===== config.mk =====
export PLATFORM = sky130hd
export DESIGN_NAME = disp_hex_mux
export DESIGN_NICKNAME = d
export VERILOG_FILES = /design/src/rtl/disp_pkg.sv /design/src/rtl/disp_hex2sseg.sv /design/src/rtl/disp_hex_mux.sv
export SDC_FILE = /design/constraint.sdc
export NUM_CORES = 1
export LEC_CHECK = 0
export ABC_AREA = 0
export BUFFER_PORTS_ARGS = -buffer_cell sky130_fd_sc_hd__buf_2
export CORE_MARGIN = 1.5
export CORE_UTILIZATION = 60
export CTS_CLUSTER_SIZE = 30
export DETAILED_ROUTE_END_ITERATION = 12
export PLACE_DENSITY_LB_ADDON = 0.15
export SYNTH_ARGS = -nofsm -noshare
export SYNTH_HDL_FRONTEND = slang
export SYNTH_SLANG_ARGS = --single-unit

===== constraint.sdc =====
create_clock -name clk -period 4.35 [get_ports clk]
set_input_delay 0.6525 -clock clk [delete_from_list [all_inputs] [get_ports clk]]
set_output_delay 0.6525 -clock clk [all_outputs]
set_load 0.02 [all_outputs]

===== src/rtl/disp_pkg.sv =====
// Shared constants for the seven-segment display driver: glyph table,
// blank pattern, digit-select type and the anode lookup.
package disp_pkg;

    typedef logic [1:0] digit_sel_t;

    // Segment order is {g,f,e,d,c,b,a}; a 0 lights the segment.
    localparam logic [6:0] SEG_BLANK = 7'b1111111;
    localparam logic [6:0] GLYPH_0   = 7'b1000000;
    localparam logic [6:0] GLYPH_1   = 7'b1111001;
    localparam logic [6:0] GLYPH_2   = 7'b0100100;
    localparam logic [6:0] GLYPH_3   = 7'b0110000;
    localparam logic [6:0] GLYPH_4   = 7'b0011001;
    localparam logic [6:0] GLYPH_5   = 7'b0010010;
    localparam logic [6:0] GLYPH_6   = 7'b0000010;
    localparam logic [6:0] GLYPH_7   = 7'b1111000;
    localparam logic [6:0] GLYPH_8   = 7'b0000000;
    localparam logic [6:0] GLYPH_9   = 7'b0010000;
    localparam logic [6:0] GLYPH_A   = 7'b0001000;
    localparam logic [6:0] GLYPH_B   = 7'b0000011;
    localparam logic [6:0] GLYPH_C   = 7'b1000110;
    localparam logic [6:0] GLYPH_D   = 7'b0100001;
    localparam logic [6:0] GLYPH_E   = 7'b0000110;
    localparam logic [6:0] GLYPH_F   = 7'b0001110;

    // Active-low one-hot anode pattern for a digit select value.
    function automatic logic [3:0] an_of(input digit_sel_t sel);
        logic [3:0] an;
        case (sel)
            2'd0:    an = 4'b1110;
            2'd1:    an = 4'b1101;
            2'd2:    an = 4'b1011;
            default: an = 4'b0111;
        endcase
        return an;
    endfunction

endpackage


===== src/rtl/disp_hex2sseg.sv =====
// Combinational hex-to-seven-segment decoder with a blank override.
module disp_hex2sseg
    import disp_pkg::*;
(
    input  logic [3:0] hex,
    input  logic       blank,
    output logic [6:0] sseg
);

    // Map the nibble to its glyph, or turn all segments off when blanked.
    always_comb begin
        sseg = SEG_BLANK;
        if (!blank) begin
            case (hex)
                4'h0:    sseg = GLYPH_0;
                4'h1:    sseg = GLYPH_1;
                4'h2:    sseg = GLYPH_2;
                4'h3:    sseg = GLYPH_3;
                4'h4:    sseg = GLYPH_4;
                4'h5:    sseg = GLYPH_5;
                4'h6:    sseg = GLYPH_6;
                4'h7:    sseg = GLYPH_7;
                4'h8:    sseg = GLYPH_8;
                4'h9:    sseg = GLYPH_9;
                4'hA:    sseg = GLYPH_A;
                4'hB:    sseg = GLYPH_B;
                4'hC:    sseg = GLYPH_C;
                4'hD:    sseg = GLYPH_D;
                4'hE:    sseg = GLYPH_E;
                default: sseg = GLYPH_F;
            endcase
        end
    end

endmodule


===== src/rtl/disp_hex_mux.sv =====
// Time-multiplexed driver for the 4-digit common-anode display: scans one
// digit per refresh slot, snapshots inputs once per frame, blanks a leading
// zero on the ammo tens digit and blinks the ammo digits when out of ammo.
module disp_hex_mux
    import disp_pkg::*;
#(
    parameter int REFRESH_DIV   = 100000,
    parameter int BLINK_FRAMES  = 64,
    parameter int BLANK_LEADING = 1
) (
    input  logic       clk,
    input  logic       rst_n,
    input  logic [3:0] hex0,
    input  logic [3:0] hex1,
    input  logic [3:0] hex2,
    input  logic [3:0] hex3,
    input  logic       no_ammo,
    output logic [6:0] sseg,
    output logic [3:0] an,
    output logic       dp
);

    localparam int CNT_W = (REFRESH_DIV > 1) ? $clog2(REFRESH_DIV) : 1;
    localparam int FRM_W = (BLINK_FRAMES > 1) ? $clog2(BLINK_FRAMES) : 1;
    localparam logic [CNT_W-1:0] CNT_LAST = CNT_W'(REFRESH_DIV - 1);
    localparam logic [FRM_W-1:0] FRM_LAST = FRM_W'(BLINK_FRAMES - 1);

    logic             started;
    logic [CNT_W-1:0] cnt;
    digit_sel_t       sel;
    logic [FRM_W-1:0] frame_cnt;
    logic             blink_phase;
    logic [3:0]       snap_hex0;
    logic [3:0]       snap_hex1;
    logic [3:0]       snap_hex2;
    logic [3:0]       snap_hex3;
    logic             snap_no_ammo;
    logic             tick;
    logic             frame_tick;
    logic             blink_off;
    logic [3:0]       cur_hex;
    logic             cur_blank;
    logic [6:0]       dec_sseg;

    assign tick       = started && (cnt == CNT_LAST);
    assign frame_tick = tick && (sel == 2'd3);
    assign blink_off  = snap_no_ammo && blink_phase;
    assign dp         = 1'b1;

    // The first clock after reset only loads the snapshot, so the first slot is full length.
    always_ff @(posedge clk or negedge rst_n) begin
        if (!rst_n) begin
            started <= 1'b0;
        end else begin
            started <= 1'b1;
        end
    end

    // Refresh counter and digit select; each digit owns REFRESH_DIV cycles.
    always_ff @(posedge clk or negedge rst_n) begin
        if (!rst_n) begin
            cnt <= '0;
            sel <= 2'd0;
        end else if (started) begin
            if (tick) begin
                cnt <= '0;
                sel <= sel + 2'd1;
            end else begin
                cnt <= cnt + 1'b1;
            end
        end
    end

    // Inputs are captured only at frame boundaries so a frame never tears.
    always_ff @(posedge clk or negedge rst_n) begin
        if (!rst_n) begin
            snap_hex0    <= 4'd0;
            snap_hex1    <= 4'd0;
            snap_hex2    <= 4'd0;
            snap_hex3    <= 4'd0;
            snap_no_ammo <= 1'b0;
        end else if (!started || frame_tick) begin
            snap_hex0    <= hex0;
            snap_hex1    <= hex1;
            snap_hex2    <= hex2;
            snap_hex3    <= hex3;
            snap_no_ammo <= no_ammo;
        end
    end

    // Blink timing is held cleared while not out of ammo, so every blink run starts visible.
    always_ff @(posedge clk or negedge rst_n) begin
        if (!rst_n) begin
            frame_cnt   <= '0;
            blink_phase <= 1'b0;
        end else if (!snap_no_ammo) begin
            frame_cnt   <= '0;
            blink_phase <= 1'b0;
        end else if (frame_tick) begin
            if (frame_cnt == FRM_LAST) begin
                frame_cnt   <= '0;
                blink_phase <= ~blink_phase;
            end else begin
                frame_cnt <= frame_cnt + 1'b1;
            end
        end
    end

    // Pick the digit for the current slot and decide whether it is blanked.
    always_comb begin
        cur_hex   = snap_hex0;
        cur_blank = 1'b0;
        case (sel)
            2'd0: begin
                cur_hex   = snap_hex0;
                cur_blank = blink_off;
            end
            2'd1: begin
                cur_hex   = snap_hex1;
                cur_blank = blink_off || ((BLANK_LEADING != 0) && (snap_hex1 == 4'd0));
            end
            2'd2: begin
                cur_hex = snap_hex2;
            end
            default: begin
                cur_hex = snap_hex3;
            end
        endcase
    end

    disp_hex2sseg u_dec (
        .hex   (cur_hex),
        .blank (cur_blank),
        .sseg  (dec_sseg)
    );

    // Anode and segments are registered together so they switch in the same cycle.
    always_ff @(posedge clk or negedge rst_n) begin
        if (!rst_n) begin
            an   <= 4'b1111;
            sseg <= SEG_BLANK;
        end else if (started) begin
            an   <= an_of(sel);
            sseg <= dec_sseg;
        end
    end

endmodule


==> results of run 1 <==
[cell families (layout without fill, tap and decap cells)]
group | Yosys count | in the layout | synth area share
and+or+nand+nor | 81 | 81 | 0.164
DFF | 55 | 55 | 0.494
AOI/OAI and AO/OA | 33 | 33 | 0.0801
muxes | 31 | 31 | 0.119
buffers and inverters | 23 | 55 | 0.0343
xor gates and xnor gates | 16 | 16 | 0.0498
adders and majority gates | 13 | 13 | 0.0578
other | 1 | 2 | 0.00133
[Yosys cell counts, drive strengths merged]
| master | instances | share of area |
|---|---|---|
| nor3 | 3 | 0.0093 |
| nor4b | 1 | 0.0085 |
| nand2 | 19 | 0.026 |
| nand3b | 1 | 0.0027 |
| o221ai | 2 | 0.0062 |
| nor2 | 17 | 0.023 |
| inv | 16 | 0.021 |
| o21a | 2 | 0.0053 |
| a21boi | 5 | 0.013 |
| ha | 13 | 0.058 |
| xnor2 | 12 | 0.037 |
| and2 | 5 | 0.011 |
| dfstp | 11 | 0.10 |
| a211oi | 1 | 0.0027 |
| nand2b | 3 | 0.0067 |
| mux2 | 19 | 0.076 |
| a21oi | 6 | 0.011 |
| and3 | 4 | 0.0089 |
| buf | 5 | 0.010 |
| nor4bb | 1 | 0.0036 |
| o211ai | 2 | 0.0053 |
| nand4 | 7 | 0.018 |
| or3 | 5 | 0.013 |
| dfrtp | 44 | 0.39 |
| conb | 1 | 0.0013 |
| or2 | 1 | 0.0022 |
| a31oi | 2 | 0.0044 |
| nor4 | 2 | 0.0044 |
| or4 | 1 | 0.0027 |
| xor2 | 4 | 0.012 |
| a32o | 1 | 0.0036 |
| a222oi | 4 | 0.014 |
| mux2i | 12 | 0.043 |
| nand3 | 11 | 0.024 |
| o21ai | 8 | 0.014 |
| clkbuf | 2 | 0.0027 |
[area by class of cell]
| cell class | count | area (um2) | area share |
|---|---|---|---|
| clock inverter | 2 | 12.5 | 0.00405 |
| inverter | 16 | 60.1 | 0.0194 |
| clock buffer | 6 | 72.6 | 0.0235 |
| multi-input combinational | 176 | 1330 | 0.430 |
| timing repair buffer | 31 | 160 | 0.0518 |
| tap | 52 | 65.1 | 0.0211 |
| sequential | 55 | 1390 | 0.450 |
[how the worst max path moves through the flow]
stage | from | endpoint
6_report | sel[1]$_DFFE_PN0P_ | sseg[4]$_DFFE_PN1P_
5_1_grt | sel[1]$_DFFE_PN0P_ | sseg[4]$_DFFE_PN1P_
4_1_cts | sel[1]$_DFFE_PN0P_ | sseg[4]$_DFFE_PN1P_
3_5_place_dp | sel[1]$_DFFE_PN0P_ | sseg[4]$_DFFE_PN1P_
3_3_place_gp | sel[1]$_DFFE_PN0P_ | sseg[4]$_DFFE_PN1P_
2_1_floorplan | sel[0]$_DFFE_PN0P_ | sseg[0]$_DFFE_PN1P_
[per-stage QoR]
stage / setup slack (ps) / utilization / total power [mW]
finish: 1800 / 0.695 / 1.05
global route: 1570 / 0.695 / 1.11
CTS: 1810 / 0.695 / 1.07
detailed placement: 1830 / 0.676 / 0.800
global placement: 1910 / 0.676 / 0.797
floorplan: 2200 / - / 0.742
[metal layers]
metal,track usage,vias to the layer above,share of wire
met1,0.275,900,0.47
li1,-,950,-
met2,0.352,28,0.50
met3,0.0436,4,0.025
met5,0,-,0
met4,0.0545,0,0.0074
[state kept, by name (all words and copies together) (netlist names)]
name / cells
snap_no_ammo: 1
frame_cnt: 6
an: 4
snap_hex2: 4
snap_hex1: 4
snap_hex0: 4
blink_phase: 1
started: 1
sel: 2
snap_hex3: 4
cnt: 17
sseg: 7
[critical path: stages, from the launching register on]
cell	delay, ps
dfrtp_1	430
inv_1	110
ha_1	290
a222oi_1	150
mux2i_1	840
mux2_2	420
o21ai_0	140
a21oi_1	80
[report_power, final]
group | switching (mW) | internal, mW | total (mW)
Combinational | 0.0907 | 0.0763 | 0.167
Sequential | 0.0514 | 0.570 | 0.621
Clock | 0.152 | 0.113 | 0.265
==> key figures, run 1 <==
Synthesis
  • Syn avg cell area: 11.1 um2
  • FF+latch count, synth: between 50 and 60
  • Post-Synthesis Cells: 253
  • Yosys cell types: 45
  • Ys Warns: 0
  • Register area share after synthesis: 0.494
  • Post-synthesis cell area: 2810 um2

Finish
  • # diodes: 0
  • Nets: 317
  • Share of post-route cells with drive strength above 1: 0.259
  • Area growth syn-to-layout: 9.88%
  • Fillers: 333
  • Most frequent cells in the layout: 44 x dfrtp_1, 29 x buf_2, 18 x nand2_1, 18 x mux2_2, 17 x nor2_1
  • Post-Layout Cell Count: 338
  • Non-Filler Cell Area, Final: a little over 3000 um2
  • Most common library cell in the layout ignoring fill and taps: dfrtp_1

Timing
  • Max Fclk: between 300 and 400 MHz
  • Final Max Tran Viols: 0
  • Final Setup Violations: 0
  • Final Hold Viols: 0
  • Final setup TNS: 0 ps
  • Worst-margin pin slew: about 1100 ps
  • Final Skew: 8.42 ps
  • Fin crit period: ~2600 ps
  • RSZ-0062 raised after global routing: false
  • Tcrit/Tclk final: 0.587
  • Rel. slew slack: 0.236
  • Fin Hold WS: 301 ps

Clock tree
  • Clk_lat worst skew: approximately 300 ps
  • Clock Root Buffer: clkbuf_8
  • Setup bufs post-CTS: 0
  • Post-CTS Resized: 0
  • Clock slew at reported path FFs: 90 ps
  • H-tree levels: 2
  • CTS Buf Count: 5
  • Hold Buf Count CTS: 0
  • Clock buffer depth: 2
  • Sink Count: 55
  • CTS tree: done

Drt
  • Routed wire per std cell: 14.4 um
  • Detailed Route Iter0 Violations: between 80 and 90
  • 1st-pass router iterations: 5
  • Post-route ant nets: 0
  • # DRC: 0
  • Average vias per placed instance: roughly 5.6
  • Final wirelength: about 5 mm
  • Vias: 1882

Job
  • Max-cap viol count: 0

Floorplanning
  • Die Footprint: about 5000 um2
  • Io pins: 31
  • Die height: 71.5 um
  • Num rows: 24
  • Initial Util: 0.633
  • Die X: 71.5 um
  • Core area: 4440 um2

Placement
  • GP Congestion: roughly 0.93
  • Placed cell area: 3010 um2
  • Placed cell count: 330
  • # port buffers: 29
  • Hpwl dp: 3.63 mm

Worst setup path
  • Critical Path RT: between 4000 and 5000 ps
  • Reg-to-reg critical path startpoint: sel[1]$_DFFE_PN0P_
  • R2R setup slack: 1800 ps
  • Worst EP arrival: 2750 ps
  • Critical-path maximum fanout: 15
  • CP Class: flop to flop
  • CP Capture Type: flop
  • R2R cell count: 7
  • CP startpoint kind: flop
  • Worst R2R End: sseg[4]$_DFFE_PN1P_

Outcome
  • Status: finished clean

Power
  • Max VDD drop: 214 uV
  • Leakage: 1.42 nW
  • PwrDens: 341 nW/um2

Global routing
  • Vias in the first global route: 1850
  • Antenna violations before repair: 0
  • First-pass GRT wire length: 8.35 mm
  • Grt ovf: 0
  • GRT Overall Usage: 0.208
  • Largest net degree at the start of global routing: 35

Min path
  • Min-Delay Path Class: primary input to async pin
(Power assumes the default switching activity.)
==> inputs of run 2 (changes only) <==
Settings changed: CORE_UTILIZATION 60 to 52.
Clock period 4.35 ns to 2.2 ns, I/O delays scaled along.
==> run 2 against run 1 <==
  * The flow now finishes with violations (hold timing)
  * Fmax grew 23%
  * Flip-flop and latch count is the same
  * Worst setup slack worse by 1700 ps
  * Highest routed layer unchanged
  * Clock skew is 1.4 ps higher
==> key figures, run 2 (same netlist as run 1, synthesis figures left out) <==
Outcome
  • Status: finished with violations
  • Failing checks: hold timing

Global routing
  • Largest net degree at the start of global routing: 34
  • Grt ovf: 0
  • First-pass GRT wire length: about 9.4 mm
  • GRT Overall Usage: 0.198
  • Vias in the first global route: 2058
  • Antenna violations before repair: 0

Drt
  • Detailed Route Iter0 Violations: 80
  • # DRC: 0
  • Average vias per placed instance: 5.46
  • Vias: 2020
  • 1st-pass router iterations: 5
  • Final wirelength: 5.38 mm
  • Routed wire per std cell: 14.5 um
  • Post-route ant nets: 0

Timing
  • Rel. slew slack: 0.596
  • Fin Hold WS: -6.35 ps
  • Fin crit period: slightly above 2000 ps
  • Final Max Tran Viols: 0
  • RSZ-0062 raised after global routing: true
  • Final Skew: 9.82 ps
  • Final Hold Viols: 5
  • Final Setup Violations: 0
  • Final setup TNS: 0 ps
  • Worst-margin pin slew: 589 ps
  • Max Fclk: 483 MHz
  • Tcrit/Tclk final: 0.942

Clock tree
  • Sink Count: 55
  • Hold Buf Count CTS: 0
  • CTS Buf Count: 5
  • Clk_lat worst skew: 310 ps
  • Clock buffer depth: 2
  • CTS tree: done
  • Clock slew at reported path FFs: roughly 100 ps
  • H-tree levels: 2
  • Clock Root Buffer: clkbuf_8

Floorplanning
  • Io pins: 31
  • Die Footprint: 5860 um2
  • Initial Util: 0.544
  • Die height: 76.5 um
  • Die X: approximately 77 um
  • Core area: 5170 um2
  • Num rows: 26

Finish
  • Area of the multi-input gates: 1390 um2
  • Area growth syn-to-layout: 18.1%
  • Fillers: 423
  • Most common library cell in the layout ignoring fill and taps: dfrtp_1
  • Register area: ~1400 um2
  • Max FFs per register: 17
  • Final core occ: 0.642
  • Share of post-route cells with drive strength above 1: 0.337
  • Non-Filler Cell Area, Final: ~3300 um2
  • Nets: between 300 and 400
  • Most frequent cells in the layout: 44 x dfrtp_1, 29 x buf_2, 18 x nand2_1
  • Largest register by flop count: cnt
  • Biggest regs: cnt (17), sseg (7), frame_cnt (6)
  • # diodes: 0

Worst setup path
  • Max incr delay on CP: approximately 440 ps
  • Worst-path cell chain: buf_4 -> ha_1 -> mux2i_1 -> inv_2 -> ha_1 -> or3_1 -> o21ai_0 -> a211oi_1
  • Worst Path Buf+Inv: 2
  • Most Frequent Cell on Critical Path: ha_1
  • Crit-path slowest cell: dfrtp_1
  • CP Class: flop to flop
  • Critical Path RT: around 2400 ps
  • CP Capture Type: flop
  • Crit-path leading delay family: flip-flops
  • CP startpoint kind: flop
  • Critical-path maximum fanout: 4
  • Worst EP arrival: 2300 ps

Power
  • Comb power frac: 0.159
  • Reg power frac: 0.536
  • Design Power: ~2.3 mW
  • Sw Pwr: 620 uW
  • P_int: between 1.5 and 2 mW
  • Max VDD drop: 368 uV
  • Switching Fraction: 0.271
  • PwrDens: 689 nW/um2
  • Leakage: 1.52 nW
  • Clk network pwr share: 0.304

Placement
  • Hpwl dp: slightly below 4 mm
  • # port buffers: 29
  • GP Congestion: 0.805
  • Placed cell area: 3120 um2

Min path
  • Min-Delay Path Class: primary input to async pin

Job
  • Max-cap viol count: 0
## run 2: per-layer routing
metal	GRT usage	routed length (um)
met1	0.253	2430
met2	0.345	2710
met3	0.0371	143
met4	0.0537	90
met5	0	0
## run 2: worst paths after layout
check                                    from                        to  slack, ps  depth (start not counted)
max in group asynchronous               rst_n         an[3]$_DFFE_PN1P_       1560                          2
setup reg to reg           sel[0]$_DFFE_PN0P_       sseg[0]$_DFFE_PN1P_        130                          8
hold reg to reg             an[2]$_DFFE_PN1P_         an[2]$_DFFE_PN1P_        470                          2
min in group clk                      hex2[0]  snap_hex2[0]$_DFFE_PN0P_        240                          2
hold / removal                          rst_n       cnt[14]$_DFFE_PN0P_         -6                          1
setup / recovery           sel[0]$_DFFE_PN0P_       sseg[0]$_DFFE_PN1P_        130                          8
## run 2: area by class of cell
| class | count | share of cell area |
|---|---|---|
| clock buffer | 6 | 0.0249 |
| clock inverter | 2 | 0.0106 |
| inverter | 16 | 0.0181 |
| multi-input combinational | 176 | 0.418 |
| sequential | 55 | 0.419 |
| tap | 70 | 0.0264 |
| timing repair buffer | 45 | 0.0836 |
## run 2: what timing repair did
| action | in CTS | in global routing |
|---|---|---|
| resized for setup | 0 | 18 |
| setup endpoints to repair | 1 | 23 |
| buffers inserted | 1 | 2 |
| pin swaps | 0 | 7 |
## run 2: stage by stage
stage / hold WS [ps] / std cells / setup WS [ps]
floorplan: 34.4 / 254 / 51.8
global placement: 348 / 359 / 57.7
detailed placement: 348 / 359 / -1.12
CTS: 11.5 / 368 / 13.9
global route: 18.7 / 370 / -74.4
finish: -6.35 / 370 / 128
## run 2: power groups by stage
stage                     clock network (mW)  registers [mW]  logic [mW]
after floorplan                            0            1.25       0.215
after global placement                     0            1.24       0.342
after detailed placement                   0            1.24       0.350
after CTS                              0.713            1.23       0.355
after global routing                   0.762            1.24       0.410
final                                  0.696            1.23       0.364
